==> src/rtl/spi_pkg.sv <==
// Shared SPI link definitions for spi_send_con / spi_receive_con.
// Receiver state encoding and default frame constants.
package spi_pkg;

  localparam int SPI_DATA_WIDTH = 8;
  localparam int SPI_DUTY_CYCLE = 50;

  typedef enum logic [1:0] {
    IDLE,
    RECV,
    WAIT_END
  } spi_rx_state_t;

endpackage

==> src/rtl/sync_2ff.sv <==
// Two-flop synchronizer with a per-instance reset value.
// Async active-low reset; WIDTH bits move in lockstep.
module sync_2ff #(
  parameter int               WIDTH   = 1,
  parameter logic [WIDTH-1:0] RST_VAL = '0
) (
  input  logic             clk,
  input  logic             rst_n,
  input  logic [WIDTH-1:0] d,
  output logic [WIDTH-1:0] q
);

  logic [WIDTH-1:0] meta;

  // Two-stage capture of the asynchronous input.
  always_ff @(posedge clk or negedge rst_n) begin
    if (!rst_n) begin
      meta <= RST_VAL;
      q    <= RST_VAL;
    end else begin
      meta <= d;
      q    <= meta;
    end
  end

endmodule

==> src/rtl/spi_receive_con.sv <==
// SPI receiver: syncs CIPO/DCLK/CS, shifts MSB-first words per line.
// Optional SPI_RX_FRAME_CHECK_EN enables the frame_err_out pulse.
module spi_receive_con
  import spi_pkg::*;
#(
  parameter int DATA_WIDTH      = SPI_DATA_WIDTH,
  parameter int LINES           = 1,
  parameter int DATA_WIDTH_SIZE = $clog2(DATA_WIDTH + 1)
) (
  input  logic                             clk_in,
  input  logic                             rst_n_in,
  input  logic [LINES-1:0]                 chip_data_in,
  input  logic                             chip_clk_in,
  input  logic                             chip_sel_in,
  output logic [LINES-1:0][DATA_WIDTH-1:0] data_out,
  output logic                             data_valid_out,
  output logic                             frame_err_out
);

  localparam logic [DATA_WIDTH_SIZE-1:0] LAST =
    DATA_WIDTH_SIZE'(DATA_WIDTH - 1);

  typedef logic [LINES-1:0][DATA_WIDTH-1:0] word_t;

  logic [LINES-1:0]           data_s;
  logic                       clk_s;
  logic                       cs_s;
  logic                       clk_q;
  logic                       rise;
  logic [1:0]                 warm;
  logic                       armed;

  spi_rx_state_t              state, state_n;
  word_t                      sreg, sreg_n, shifted, data_n;
  logic [DATA_WIDTH_SIZE-1:0] count, count_n;
  logic                       valid_n;

  sync_2ff #(.WIDTH(LINES), .RST_VAL('0)) u_sync_data (
    .clk(clk_in), .rst_n(rst_n_in),
    .d(chip_data_in), .q(data_s)
  );

  sync_2ff #(.WIDTH(1), .RST_VAL(1'b0)) u_sync_clk (
    .clk(clk_in), .rst_n(rst_n_in),
    .d(chip_clk_in), .q(clk_s)
  );

  sync_2ff #(.WIDTH(1), .RST_VAL(1'b1)) u_sync_cs (
    .clk(clk_in), .rst_n(rst_n_in),
    .d(chip_sel_in), .q(cs_s)
  );

  assign rise = clk_s & ~clk_q;

`ifdef SPI_RX_FRAME_CHECK_EN
  logic err_q, err_n, done, done_n;
  assign frame_err_out = err_q;
`else
  assign frame_err_out = 1'b0;
`endif

  // Candidate shift result: new bit enters at the LSB of each line.
  always_comb begin
    shifted = sreg;
    for (int l = 0; l < LINES; l++) begin
      shifted[l] = {sreg[l][DATA_WIDTH-2:0], data_s[l]};
    end
  end

  // Next-state and output decode.
  always_comb begin
    state_n = state;
    sreg_n  = sreg;
    count_n = count;
    data_n  = data_out;
    valid_n = 1'b0;
`ifdef SPI_RX_FRAME_CHECK_EN
    err_n   = 1'b0;
    done_n  = done;
`endif
    unique case (state)
      IDLE: begin
        if (!cs_s && armed) begin
          state_n = RECV;
          sreg_n  = '0;
          count_n = '0;
        end
      end
      RECV: begin
        if (cs_s) begin
          state_n = IDLE;
`ifdef SPI_RX_FRAME_CHECK_EN
          err_n   = (count != '0);
`endif
        end else if (rise) begin
          sreg_n  = shifted;
          count_n = count + 1'b1;
          if (count == LAST) begin
            data_n  = shifted;
            valid_n = 1'b1;
            state_n = WAIT_END;
`ifdef SPI_RX_FRAME_CHECK_EN
            done_n  = 1'b0;
`endif
          end
        end
      end
      WAIT_END: begin
        if (cs_s) begin
          state_n = IDLE;
        end
`ifdef SPI_RX_FRAME_CHECK_EN
        else if (rise && !done) begin
          err_n  = 1'b1;
          done_n = 1'b1;
        end
`endif
      end
      default: state_n = IDLE;
    endcase
  end

  // State, datapath and output registers.
  always_ff @(posedge clk_in or negedge rst_n_in) begin
    if (!rst_n_in) begin
      state          <= IDLE;
      sreg           <= '0;
      count          <= '0;
      data_out       <= '0;
      data_valid_out <= 1'b0;
      clk_q          <= 1'b0;
      warm           <= '0;
      armed          <= 1'b0;
`ifdef SPI_RX_FRAME_CHECK_EN
      err_q          <= 1'b0;
      done           <= 1'b0;
`endif
    end else begin
      state          <= state_n;
      sreg           <= sreg_n;
      count          <= count_n;
      data_out       <= data_n;
      data_valid_out <= valid_n;
      clk_q          <= clk_s;
      // Arm only once a real CS-high has crossed the synchronizer.
      warm           <= {warm[0], 1'b1};
      if (state == IDLE && cs_s && warm[1]) begin
        armed <= 1'b1;
      end
`ifdef SPI_RX_FRAME_CHECK_EN
      err_q          <= err_n;
      done           <= done_n;
`endif
    end
  end

endmodule

==> config.mk <==
export PLATFORM = sky130hd
export DESIGN_NAME = spi_receive_con
export DESIGN_NICKNAME = d
export VERILOG_FILES = /design/src/rtl/spi_pkg.sv /design/src/rtl/sync_2ff.sv /design/src/rtl/spi_receive_con.sv
export SDC_FILE = /design/constraint.sdc
export NUM_CORES = 1
export LEC_CHECK = 0
export CAP_MARGIN = 25
export CORE_ASPECT_RATIO = 1.25
export CORE_MARGIN = 2
export CORE_UTILIZATION = 30
export DETAILED_ROUTE_END_ITERATION = 10
export PLACE_DENSITY = 0.5
export SYNTH_ARGS = -nofsm -noshare
export SYNTH_HDL_FRONTEND = slang
export SYNTH_SLANG_ARGS = --single-unit
export TNS_END_PERCENT = 10
==> constraint.sdc <==
create_clock -name clk_in -period 1.8 [get_ports clk_in]
set_input_delay 0.27 -clock clk_in [delete_from_list [all_inputs] [get_ports clk_in]]
set_output_delay 0.27 -clock clk_in [all_outputs]
set_load 0.01 [all_outputs]
Yosys cells after proc, flatten, opt, wreduce, memory -nomap -nowiden
Index checks and enable logic that the tools add are counted.
{"block": "word_totals", "reg_bits": 32, "in_bits": 5, "output_inout_bits": 10, "elab_cells": 54}
{"block": "classes", "add_sub_neg": 1, "eq_ne": 9, "mux": 18, "bitwise": 3, "n_reduce_logical": 9}
{"operator": "7-bit two-way mux", "n": 3}
{"operator": "7-bit one-hot mux with 2 select lines", "n": 1}
{"operator": "4-bit two-way mux", "n": 3}
{"operator": "4-bit AND reduction", "n": 3}
{"operator": "2-bit two-way mux", "n": 5}
{"operator": "4-bit one-hot mux with 2 select lines", "n": 1}
{"operator": "2-bit inequality test (second input constant)", "n": 3}
{"operator": "3-bit by 2-bit inequality test with 1-bit output (second input constant)", "n": 2}
{"operator": "2-bit one-hot mux with 3 select lines", "n": 1}
{"operator": "4-bit by 1-bit adder with 4-bit output (second input constant)", "n": 1}
{"operator": "4-bit by 3-bit == test with 1-bit output (second input constant)", "n": 1}
{"operator": "1-bit two-way mux", "n": 4}
{"operator": "1-bit logical AND", "n": 3}
{"operator": "2-bit by 1-bit == test with 1-bit output (second input constant)", "n": 1}
{"operator": "2-bit == test (second input constant)", "n": 1}
{"operator": "2-bit logical NOT", "n": 1}
{"operator": "2-bit by 1-bit inequality test with 1-bit output (second input constant)", "n": 1}
{"operator": "1-bit inverter", "n": 2}
{"operator": "2-bit nonzero test", "n": 1}
{"operator": "1-bit bitwise AND", "n": 1}
{"operator": "1-bit logical NOT", "n": 1}

Longest topological paths before layout
{"block": "depth", "ltp_word": 5, "ltp_mapped": 5}

By module
A second synthesis with hierarchy kept.
{"block": "hier_totals", "cells_unflattened": 96, "hier_area_um2": 1280.0}
{"module": "spi_receive_con", "n_inst": 1, "cells_per_inst": 90, "area_per_inst_um2": 1127.3, "seq_area_each_um2": 650.6}
{"module": "sync_2ff (u_sync_clk ...)", "n_inst": 2, "cells_per_inst": 2, "area_per_inst_um2": 50.0, "seq_area_each_um2": 50.0}
{"module": "sync_2ff (u_sync_cs)", "n_inst": 1, "cells_per_inst": 2, "area_per_inst_um2": 52.6, "seq_area_each_um2": 52.6}

Worst setup path before layout
OpenSTA, ideal clock, no wires.
{"block": "synth_path", "path_kind": "reg2reg", "startpoint": "register state[1]", "endpoint": "register data_out[0] (netlist bit)", "arrival_ns": 1.454, "required_ns": 1.675, "path_slack_ns": 0.221, "stages_incl_launch_ff": 4, "cell_sequence": "dfrtp_1 nand2b_2 nor4_4 mux2_2"}
{"block": "synth_via", "elab_chain_cells": 2}
{"element": "start: declaration", "line": "spi_receive_con.sv:33", "text": "spi_rx_state_t state, state_n;"}
{"element": "start signal: assignment", "line": "spi_receive_con.sv:139", "text": "state <= state_n;"}
{"element": "2-bit by 1-bit == test with 1-bit output", "line": "spi_receive_con.sv:81", "text": "unique case (state)"}
{"element": "4-bit AND reduction (no line)"}
{"element": "end signal: assignment", "line": "spi_receive_con.sv:142", "text": "data_out <= data_n;"}
{"element": "end: declaration", "line": "spi_receive_con.sv:15", "text": "output logic [LINES-1:0][DATA_WIDTH-1:0] data_out,"}
No other way between the ends.
A chain may end at the register's enable or synchronous reset.

Worst setup path after layout
{"block": "layout_path", "startpoint": "register state[1]", "endpoint": "register data_out[3] (netlist bit)"}
Same word-level chain as after synthesis.

==> results by group <==
Power and ir drop
  • Power per Cell Area: a little under 1000 nW/um^2
  • Switching Share: between 20% and 30%
  • LEAKAGE: about 0.67 nW
  • VDD IR-drop max: between 700 and 800 uV
  • Int Power: 1.175 mW
  • Clock power share: between 40% and 50%
  • Net switching power: around 0.3 mW
  • Sequential Power Share: 51.1%
  • Logic pwr share: 4.0%

Critical path
  • CP max FO: 9
  • FF-to-FF Start: state[1]$_DFFE_PN0P_
  • Top delay family on crit path: simple AND/OR/NAND/NOR gates
  • FF-to-FF End: data_out[3]$_DFFE_PN0P_
  • Setup slack, reg-to-reg: roughly 0.21 ns
  • Setup CP Type: reg2reg
  • Worst-path cell chain: nand2b_2 -> nor4_4 -> buf_4 -> mux2_2
  • Worst path required time: 1.96 ns
  • Arr. time, crit path: ~1.8 ns
  • CP Capture Type: flip-flop
  • Buf/Inv on CP: 1
  • R2R depth: 4
  • Worst stage delay on the critical path: ~0.43 ns
  • Critical-path top delay cell: dfrtp_1
  • Worst setup SP type: flip-flop

Floorplanning
  • Die X-Extent: 60.66 um
  • Die H: between 70 and 80 um
  • Core region area: approximately 3800 um^2
  • Ports: 15
  • Die area: 4538 um^2
  • Site Rows: 25
  • Initial Util: approximately a third

Synth
  • EDFF count, synth: 0
  • Largest area contributor in the netlist: dfrtp_1
  • Post-Syn Area per Cell: 14.68 um^2
  • FFs w/ async S/R, synth: 100.0%
  • Mapped Area: 1204 um^2
  • Count of cell types in the netlist: 31
  • Seq/Total Area, Yosys: around two thirds
  • Number of warnings issued by yosys: 0
  • Synth area leaders: dfrtp_1, mux2_2, a22o_1
  • Post-synth top area share: 62.37%
  • Gate Count Post-Synth: 82
  • Net count after synthesis: about 90
  • Ys flop type: dfrtp_1
  • Synthesis-stage register bit count: 32

Detailed routing
  • Post-DR vias/cell: roughly 4.4
  • Drt drc: 0
  • Router iterations before antenna repair: 2
  • DR iter-0 viols: 15
  • Vias: a little under 700
  • Wire per inst: ~12 um
  • Drt total wl: slightly below 2000 um
  • Routed Antenna Nets: 0

Timing
  • Clock Skews: between 0.006 and 0.007 ns
  • Setup violators final: 0
  • Final Cycle Share: 88.28%
  • Fmax: about 0.63 GHz
  • Final min period: between 1.5 and 2 ns
  • Worst Hold Slack: about 0.35 ns
  • Slew Viols, Final: 0
  • RSZ-0062 raised after global routing: no
  • Setup TNS: 0 ns
  • Final Hold Fails: 0

Cells and area
  • Share of layout cells above drive strength 1: between 20% and 30%
  • Layout area overhead: 25.88%
  • Antenna cells: 0
  • Most common cell after layout, fill and taps aside: dfrtp_1
  • Fillers: approximately 410
  • Most frequent cells in the layout: dfrtp_1, clkdlybuf4s50_1, mux2_2, a22o_1, clkbuf_8
  • Nets: about 110

Placement
  • IO Port Bufs: 13
  • GP Congestion: about 0.74
  • HPWL Detailed: between 1000 and 1500 um

CTS
  • H-Tree Depth: 2
  • Reg clk slew, reported paths: 0.06 ns
  • Post-CTS Setup Repair Bufs: 0
  • CTS root buf: clkbuf_8
  • Worst-case clock buffer depth: 2
  • Clock Sinks: 32
  • CTS tree: built
  • Post-CTS Resized: 0
  • Clock buffer count from CTS: 5
  • Hold bufs inserted after CTS: 0
  • Worst skew pair latency: roughly 0.28 ns

Job
  • Max-cap viol count: 0

Min path
  • Min-Delay Path Class: reg2reg
  • Hold path startpoint: warm[0]$_DFF_PN0_
  • Worst hold endpoint: warm[1]$_DFF_PN0_
  • WHS Path Cells: 0

Global route
  • Vias in the first global route: around 700
  • GRT Residual Overflow: 0
  • Largest net degree at the start of global routing: 33
  • All-Layer GR Usage: 10.58%
  • First-pass GRT wire length: 3387 um
  • Initial antenna violation count: 0

Outcome
  • Status: finished clean
==> cell type report <==
cell class | count | area [um^2] | share of cell area, %
Clock buffer | 6 | 72.57 | 4.789
Clock inverter | 2 | 35.03 | 2.312
Tap cell | 54 | 67.56 | 4.459
Inverter | 1 | 3.754 | 0.2477
Multi-Input combinational cell | 46 | 380.4 | 25.10
Timing Repair Buffer | 16 | 152.6 | 10.07
Sequential cell | 32 | 803.3 | 53.01
==> metal layers <==
metal / global-route usage (%) / up-vias / part of all wire (%)
met1: 13.90 / 337 / 45
li1: - / 331 / -
met4: 7.246 / 0 / 2.5
met5: 0 / - / 0
met2: 14.58 / 11 / 49
met3: 3.608 / 5 / 4.0
==> worst reg2reg max path, cell delays in order (launching register included) <==
cell	delay, ns
dfrtp_1	0.43
nand2b_2	0.24
nor4_4	0.25
buf_4	0.21
mux2_2	0.35
==> cells in the mapped netlist, types with 2 or more instances <==
master     n
a22o_1     8
dfstp_2    2
or2b_1     2
a211oi_1   2
mux2_2     9
nor2_1     3
dfrtp_1   30
conb_1     2
nand3b_1   2
==> worst max path at each step <==
stage                               from                 endpoint  cells past startpoint
global placement    state[1]$_DFFE_PN0P_  data_out[4]$_DFFE_PN0P_                      4
floorplan           state[1]$_DFFE_PN0P_  data_out[0]$_DFFE_PN0P_                      3
finish              state[1]$_DFFE_PN0P_  data_out[3]$_DFFE_PN0P_                      4
global route        count[0]$_DFFE_PN0P_  data_out[4]$_DFFE_PN0P_                      5
detailed placement  state[1]$_DFFE_PN0P_  data_out[3]$_DFFE_PN0P_                      4
CTS                 state[1]$_DFFE_PN0P_  data_out[3]$_DFFE_PN0P_                      4
==> logic make-up after synthesis <==
family	Yosys count	synth area share (%)
flip-flops	32	66.74
AND/OR/NAND/NOR	17	10.08
AO/OA/AOI/OAI	16	10.60
multiplexers	10	9.252
buffers and inverters	4	1.662
other	2	0.6239
adder cells (fa/ha/maj)	1	1.039
==> power by group through the flow <==
stage               registers (mW)  logic, mW  clock network [mW]
finish                       0.753     0.0591               0.663
global route                 0.756     0.0672               0.723
CTS                          0.754     0.0612               0.695
detailed placement           0.767     0.0610                   0
global placement             0.767     0.0602                   0
floorplan                    0.764     0.0331                   0
==> flip-flops by register name, indices dropped and copies added (netlist names) <==
signal and count:
u_sync_clk.q 1, count 4, sreg 7, clk_q 1
data_valid_out 1, u_sync_data.meta 1, u_sync_clk.meta 1, armed 1
data_out 8, warm 2, u_sync_cs.q 1, u_sync_cs.meta 1
u_sync_data.q 1, state 2
==> metrics by stage <==
stage | power, mW | std cells | worst slack (ns) | area [um^2] | utilization [%]
after floorplan | 0.7968 | 82 | 0.2211 | 1204 | -
after global placement | 0.8269 | 149 | 0.2030 | 1408 | 36.89
after detailed placement | 0.8279 | 149 | 0.2003 | 1408 | 36.89
after CTS | 1.509 | 157 | 0.1895 | 1515 | 39.70
after global routing | 1.546 | 157 | 0.1433 | 1515 | 39.70
final | 1.475 | 157 | 0.2110 | 1515 | 39.70
(Power assumes the default switching activity.)
